<file path="src/rtl/comp_fiber_pkg.sv">
// Shared framing constants and state encoding for the comparator fiber link.
// Both the TX framer and the RX deframer import this package.
package comp_fiber_pkg;

    localparam logic [7:0]  K_SYNC      = 8'hBC;    // K28.5, normal frame sync
    localparam logic [7:0]  K_LTNCY     = 8'hFC;    // K28.7, latency-trigger frame sync
    localparam logic [15:0] IDLE_WORD   = 16'hBCBC; // comma idle, sent with charisk 2'b11
    localparam int          FRAME_WORDS = 4;        // 1 sync word + 3 data words

    typedef logic [$clog2(FRAME_WORDS)-1:0] slot_t;
    localparam slot_t LAST_SLOT = slot_t'(FRAME_WORDS - 1);

    typedef enum logic [1:0] {
        ST_IDLE  = 2'd0,
        ST_ALIGN = 2'd1,
        ST_RUN   = 2'd2,
        ST_DRAIN = 2'd3
    } state_t;

    // Sync word: sequence number in the high byte, K character in the low byte.
    function automatic logic [15:0] sync_word(input logic [7:0] seq, input logic ltncy);
        return {seq, ltncy ? K_LTNCY : K_SYNC};
    endfunction

endpackage

</file>
<file path="src/rtl/comp_fiber_tx_framer.sv">
// Transmit framer for the comparator fiber link. Packs 48-bit payloads into
// 4-word 8b10b frames (sync + 3 data words) on the GTX TX user interface,
// sends comma idles while the link is down, and marks latency-trigger frames.
module comp_fiber_tx_framer
    import comp_fiber_pkg::*;
#(
    parameter int ALIGN_FRAMES = 16  // idle frames before the first data frame, 1..255
) (
    input  logic        CMP_TX_CLK160,
    input  logic        RST,
    input  logic        EN,
    input  logic [47:0] TX_DATA,
    input  logic        LTNCY_REQ,
    output logic [15:0] TXDATA,
    output logic [1:0]  TXCHARISK,
    output logic        DATA_RD,
    output logic        LTNCY_SENT,
    output logic        LTNCY_OVF,
    output logic [7:0]  SEQ,
    output logic [1:0]  STATE
);

    localparam logic [7:0] ALIGN_LAST = 8'(ALIGN_FRAMES - 1);

    state_t      state;
    state_t      state_nxt;
    slot_t       slot;        // slot index of the word currently on TXDATA
    logic [7:0]  align_cnt;   // completed idle frames in ALIGN
    logic        pending;     // latency request waiting for the next RUN frame
    logic [47:0] hold;        // payload captured with DATA_RD

    logic        frame_end;
    logic [15:0] txdata_nxt;
    logic [1:0]  charisk_nxt;
    logic        data_rd_nxt;
    logic [7:0]  seq_nxt;
    logic        send_ltncy;

    assign frame_end = (slot == LAST_SLOT);
    assign STATE     = state;

    // Next-state decision; all transitions into or out of a frame happen on a slot3 boundary.
    always_comb begin
        // NOTE: every combinational output gets a default first so no path infers a latch.
        state_nxt = state;
        case (state)
            ST_IDLE:  if (EN && frame_end) state_nxt = ST_ALIGN;
            ST_ALIGN: begin
                if (!EN)                                       state_nxt = ST_IDLE;
                else if (frame_end && align_cnt == ALIGN_LAST) state_nxt = ST_RUN;
            end
            ST_RUN:   if (!EN) state_nxt = frame_end ? ST_IDLE : ST_DRAIN;
            ST_DRAIN: if (frame_end) state_nxt = ST_IDLE;
            default:  state_nxt = ST_IDLE;
        endcase
    end

    // Word to present next cycle: sync word when a RUN frame starts, data while a frame is open, else idle.
    always_comb begin
        txdata_nxt  = IDLE_WORD;
        charisk_nxt = 2'b11;
        data_rd_nxt = 1'b0;
        seq_nxt     = SEQ;
        send_ltncy  = 1'b0;
        if (frame_end && state_nxt == ST_RUN) begin
            seq_nxt     = (state == ST_RUN) ? SEQ + 8'd1 : 8'd0;
            send_ltncy  = pending;
            txdata_nxt  = sync_word(seq_nxt, pending);
            charisk_nxt = 2'b01;
            data_rd_nxt = 1'b1;
        end else if (state_nxt == ST_RUN || state_nxt == ST_DRAIN) begin
            charisk_nxt = 2'b00;
            case (slot)
                slot_t'(0): txdata_nxt = TX_DATA[15:0];  // payload is being captured on this edge
                slot_t'(1): txdata_nxt = hold[31:16];
                default:    txdata_nxt = hold[47:32];
            endcase
        end
    end

    // Control state, counters and registered outputs.
    always_ff @(posedge CMP_TX_CLK160 or posedge RST) begin
        if (RST) begin
            state      <= ST_IDLE;
            slot       <= '0;
            align_cnt  <= '0;
            pending    <= 1'b0;
            TXDATA     <= IDLE_WORD;
            TXCHARISK  <= 2'b11;
            DATA_RD    <= 1'b0;
            LTNCY_SENT <= 1'b0;
            LTNCY_OVF  <= 1'b0;
            SEQ        <= 8'd0;
        end else begin
            // NOTE: sequential state uses non-blocking assignments so every register samples pre-edge values.
            state      <= state_nxt;
            slot       <= slot + slot_t'(1);
            if (state == ST_ALIGN && frame_end) align_cnt <= align_cnt + 8'd1;
            else if (state != ST_ALIGN)         align_cnt <= '0;
            pending    <= (pending && !send_ltncy) || LTNCY_REQ;
            LTNCY_OVF  <= LTNCY_REQ && pending && !send_ltncy;
            LTNCY_SENT <= send_ltncy;
            TXDATA     <= txdata_nxt;
            TXCHARISK  <= charisk_nxt;
            DATA_RD    <= data_rd_nxt;
            SEQ        <= seq_nxt;
        end
    end

    // Payload holding register, loaded on the edge that ends the DATA_RD cycle.
    always_ff @(posedge CMP_TX_CLK160) begin
        // NOTE: pure datapath register without reset; it is always reloaded before any word reads it.
        if (DATA_RD) hold <= TX_DATA;
    end

endmodule

</file>
<file path="config.mk">
export PLATFORM = sky130hd
export DESIGN_NAME = comp_fiber_tx_framer
export DESIGN_NICKNAME = d
export VERILOG_FILES = /design/src/rtl/comp_fiber_pkg.sv /design/src/rtl/comp_fiber_tx_framer.sv
export SDC_FILE = /design/constraint.sdc
export NUM_CORES = 1
export LEC_CHECK = 0
export ABC_AREA = 0
export BUFFER_PORTS_ARGS = -buffer_cell sky130_fd_sc_hd__buf_2
export CAP_MARGIN = 20
export CORE_UTILIZATION = 40
export DETAILED_ROUTE_END_ITERATION = 16
export PLACE_DENSITY_LB_ADDON = 0.08
export SETUP_SLACK_MARGIN = 0.15
export SLEW_MARGIN = 25
export SYNTH_ARGS = -nofsm -noshare
export SYNTH_HDL_FRONTEND = slang
export SYNTH_SLANG_ARGS = --single-unit
</file>
<file path="constraint.sdc">
create_clock -name CMP_TX_CLK160 -period 2.2 [get_ports CMP_TX_CLK160]
set_input_delay 0.33 -clock CMP_TX_CLK160 [delete_from_list [all_inputs] [get_ports CMP_TX_CLK160]]
set_output_delay 0.33 -clock CMP_TX_CLK160 [all_outputs]
set_load 0.01 [all_outputs]
</file>
==> out/results.ini <==
[critical_path]
crit_required_ps=2420
start_kind=flop
reg2reg_depth=6
slowest_delay_ps=420
cp-end-kind=flop
slowest_stage=ha_1
cp_max_fo=12
path_class=reg -> reg
arrival_ps=2100
cp_cell_sequence=ha_1 -> and4_1 -> nand4b_1 -> and2_2 -> clkinv_2 -> a31oi_1

[layout]
final_nets=377
layout_commonest_cell=buf_2
fillers=675
diodes=0
drive_gt1_share_pct=37.54
final-seq-area_um2=2027
design_area_um2=3726
finalNonFillerCells=424
area_growth_pct=23.77
multi_input_area_um2=899.6
mostFrequentLayoutCells=82 x buf_2, 32 x edfxtp_1, 30 x dfrtp_1, 21 x nand2_1, 12 x dfstp_2

[timing]
finalCritPeriodShare_pct=85.51
grt_setup_unrepaired=false
hold_violations=0
fin_ws_ps=318.9
fin_crit_ps=1881
slew_headroom_pct=43.90
hold-worst-slack_ps=41.73
worstMarginPinSlew_ps=836.3
clock.fmax_mhz=531.6
finalSetupViolations=0
fin_skew_ps=7.712
tns_ps=0
drv_slew=0

[yosys]
synth_mux_area_share_pct=0.3325
synthSimpleGateAreaFrac_pct=10.18
synth_ff_type=edfxtp_1
syn_nets=287
synth_cell_types=43
ys_seq_area_share_pct=67.33
ys_ff_latch=74
synth-async-reset-ratio_pct=56.76
yosysTopAreaCell=edfxtp_1
synthAdderAreaFrac_pct=2.078
synth_area_leaders=edfxtp_1 32%, dfrtp_1 25%, dfstp_2 10%
synth_edf_count=32
synth_compound_gate_area_share_pct=14.63
synth_cells=230
synth.avg_cell_area_um2=13.09
syn-cell-area_um2=3010
synth_top_family_by_area=compound AO/OA/AOI/OAI gates
synth_xor_xnor_area_share_pct=2.618
synth.top_cell.area_share_pct=31.92
ys_warn_count=0

[global_routing]
grt_overflow_total=0
antenna_found_initial=0
grt_pass1_vias=2014
grt_max_degree=25
gr-usage-all-layers_pct=17.80
grt_pass1_wl_um=10130

[clock_network]
clk_pin_slew_ps=80
clockRootBuffer=clkbuf_8
clock_path_buffers=2
cts_sinks=74
holdBufCountCts=0
clk_latency_ps=340
htree_levels=3
cts_tree=done
cts_setup_buffers=0
cts_made_buffers=9

[routing]
drc=0
avgViaCountPerCell=4.993
first_pass_iters=4
vias=2117
drt_iter0_drc=95
wire_per_inst_um=15.55
wirelength_um=6595
ant_nets=0

[floorplan]
die_h_um=88.75
pin_count=83
die_w_um=88.75
core-area_um2=7253
die-area_um2=7877
start_util_pct=41.50
core.rowCount=31

[place]
place_hpwl_um=4695
dp_cells=408
io_buffer_count=82
gp_congestion=0.7452
placed_area_um2=3555
dp_slack_ps=211.6

[power]
powerDensity_nw_per_um2=660.9
p_leak_nw=1.574
ir_worst_vdd_mv=0.3328

[min_path]
hp-class=in -> async

[run]
drv_cap=0

[outcome]
status=complete, no violations

## kinds of logic after synthesis
group                      after synthesis
adders and majority gates                5
DFF                                     74
AOI/OAI and AO/OA                       63
xor gates and xnor gates                 9
and+or+nand+nor                         59
muxes                                    1
buffers and inverters                   19
## per-layer routing
| layer | routed length (um) | part of all wire (%) | GRT usage (%) | vias to the layer above |
|---|---|---|---|---|
| met4 | 88 | 1.3 | 9.677 | 0 |
| met5 | 0 | 0 | 0 | - |
| met3 | 393 | 6.0 | 4.571 | 7 |
| met2 | 3002 | 46 | 25.80 | 71 |
| li1 | - | - | - | 1038 |
| met1 | 3111 | 47 | 24.50 | 1001 |
## timing repair
| action | in CTS | in global routing |
|---|---|---|
| endpoints found under the hold margin | 0 | 0 |
| resized for setup | 0 | 1 |
| endpoints found under the setup margin | 0 | 5 |
## flip-flops by register name (all words and copies together), names as in the netlist, 2 cells and up
| name | flops |
|---|---|
| hold | 32 |
| TXDATA | 16 |
| SEQ | 8 |
| align_cnt | 8 |
| STATE | 2 |
| TXCHARISK | 2 |
| slot | 2 |
## cell usage after synthesis, types with 2 or more instances
master and count:
o2bb2ai_1 2, and3_1 3, dfstp_2 12, or3_1 2, a211oi_1 2, a21oi_1 11
a32oi_1 2, a22oi_1 5, edfxtp_1 32, nor2_1 10, dfrtp_1 30, nor3_1 4
inv_1 5, ha_1 5, xnor2_1 3, o22ai_1 2, nor2b_1 2, a22o_1 9
nand4_1 3, xor2_1 6, nand2_1 21, nand3_1 5, o21a_1 3, a31oi_1 5
nand4b_1 2, o211ai_1 2, a221oi_1 6, nand2b_1 2, buf_2 4, clkbuf_1 7
o21ai_0 9, and2_1 2, o31ai_1 2
## critical path, delay by kind of cell (launching register included)
family | cells | cell delay, ps
and+or+nand+nor | 3 | 760
DFF | 1 | 380
AOI/OAI and AO/OA | 1 | 80
buffers and inverters | 1 | 120
adders and majority gates | 1 | 420
## through the flow
stage	total power, mW	utilization (%)
final	2.463	51.37
after global routing	2.560	51.37
after CTS	2.493	51.35
after detailed placement	1.581	49.01
after global placement	1.581	49.01
after floorplan	1.515	-
## path summary, 6_finish.rpt
kind / endpoint / start / slack [ps]
min: SEQ[4]$_DFFE_PP0P_ / RST / 40
max: SEQ[5]$_DFFE_PP0P_ / slot[0]$_DFF_PP0_ / 320
max in group asynchronous: TXCHARISK[1]$_DFF_PP1_ / RST / 1480
min in group CMP_TX_CLK160: hold[37]$_DFFE_PP_ / TX_DATA[37] / 160
min reg2reg: TXDATA[4]$_DFF_PP1_ / hold[36]$_DFFE_PP_ / 460
max reg2reg: SEQ[5]$_DFFE_PP0P_ / slot[0]$_DFF_PP0_ / 320
## cell type report
| cell class | instances | share of cell area (%) |
|---|---|---|
| clock inverter | 6 | 1.142 |
| timing repair buffer | 91 | 12.83 |
| inverter | 7 | 0.7388 |
| multi-input combinational | 137 | 24.14 |
| tap | 99 | 3.324 |
| clock buffer | 10 | 3.425 |
| sequential | 74 | 54.40 |
## power by group
group / switching [mW] / internal, mW / total, mW
Clock: 0.503 / 0.409 / 0.912
Sequential: 0.00977 / 1.45 / 1.46
Combinational: 0.0445 / 0.0454 / 0.0899
(Power assumes the default switching activity.)
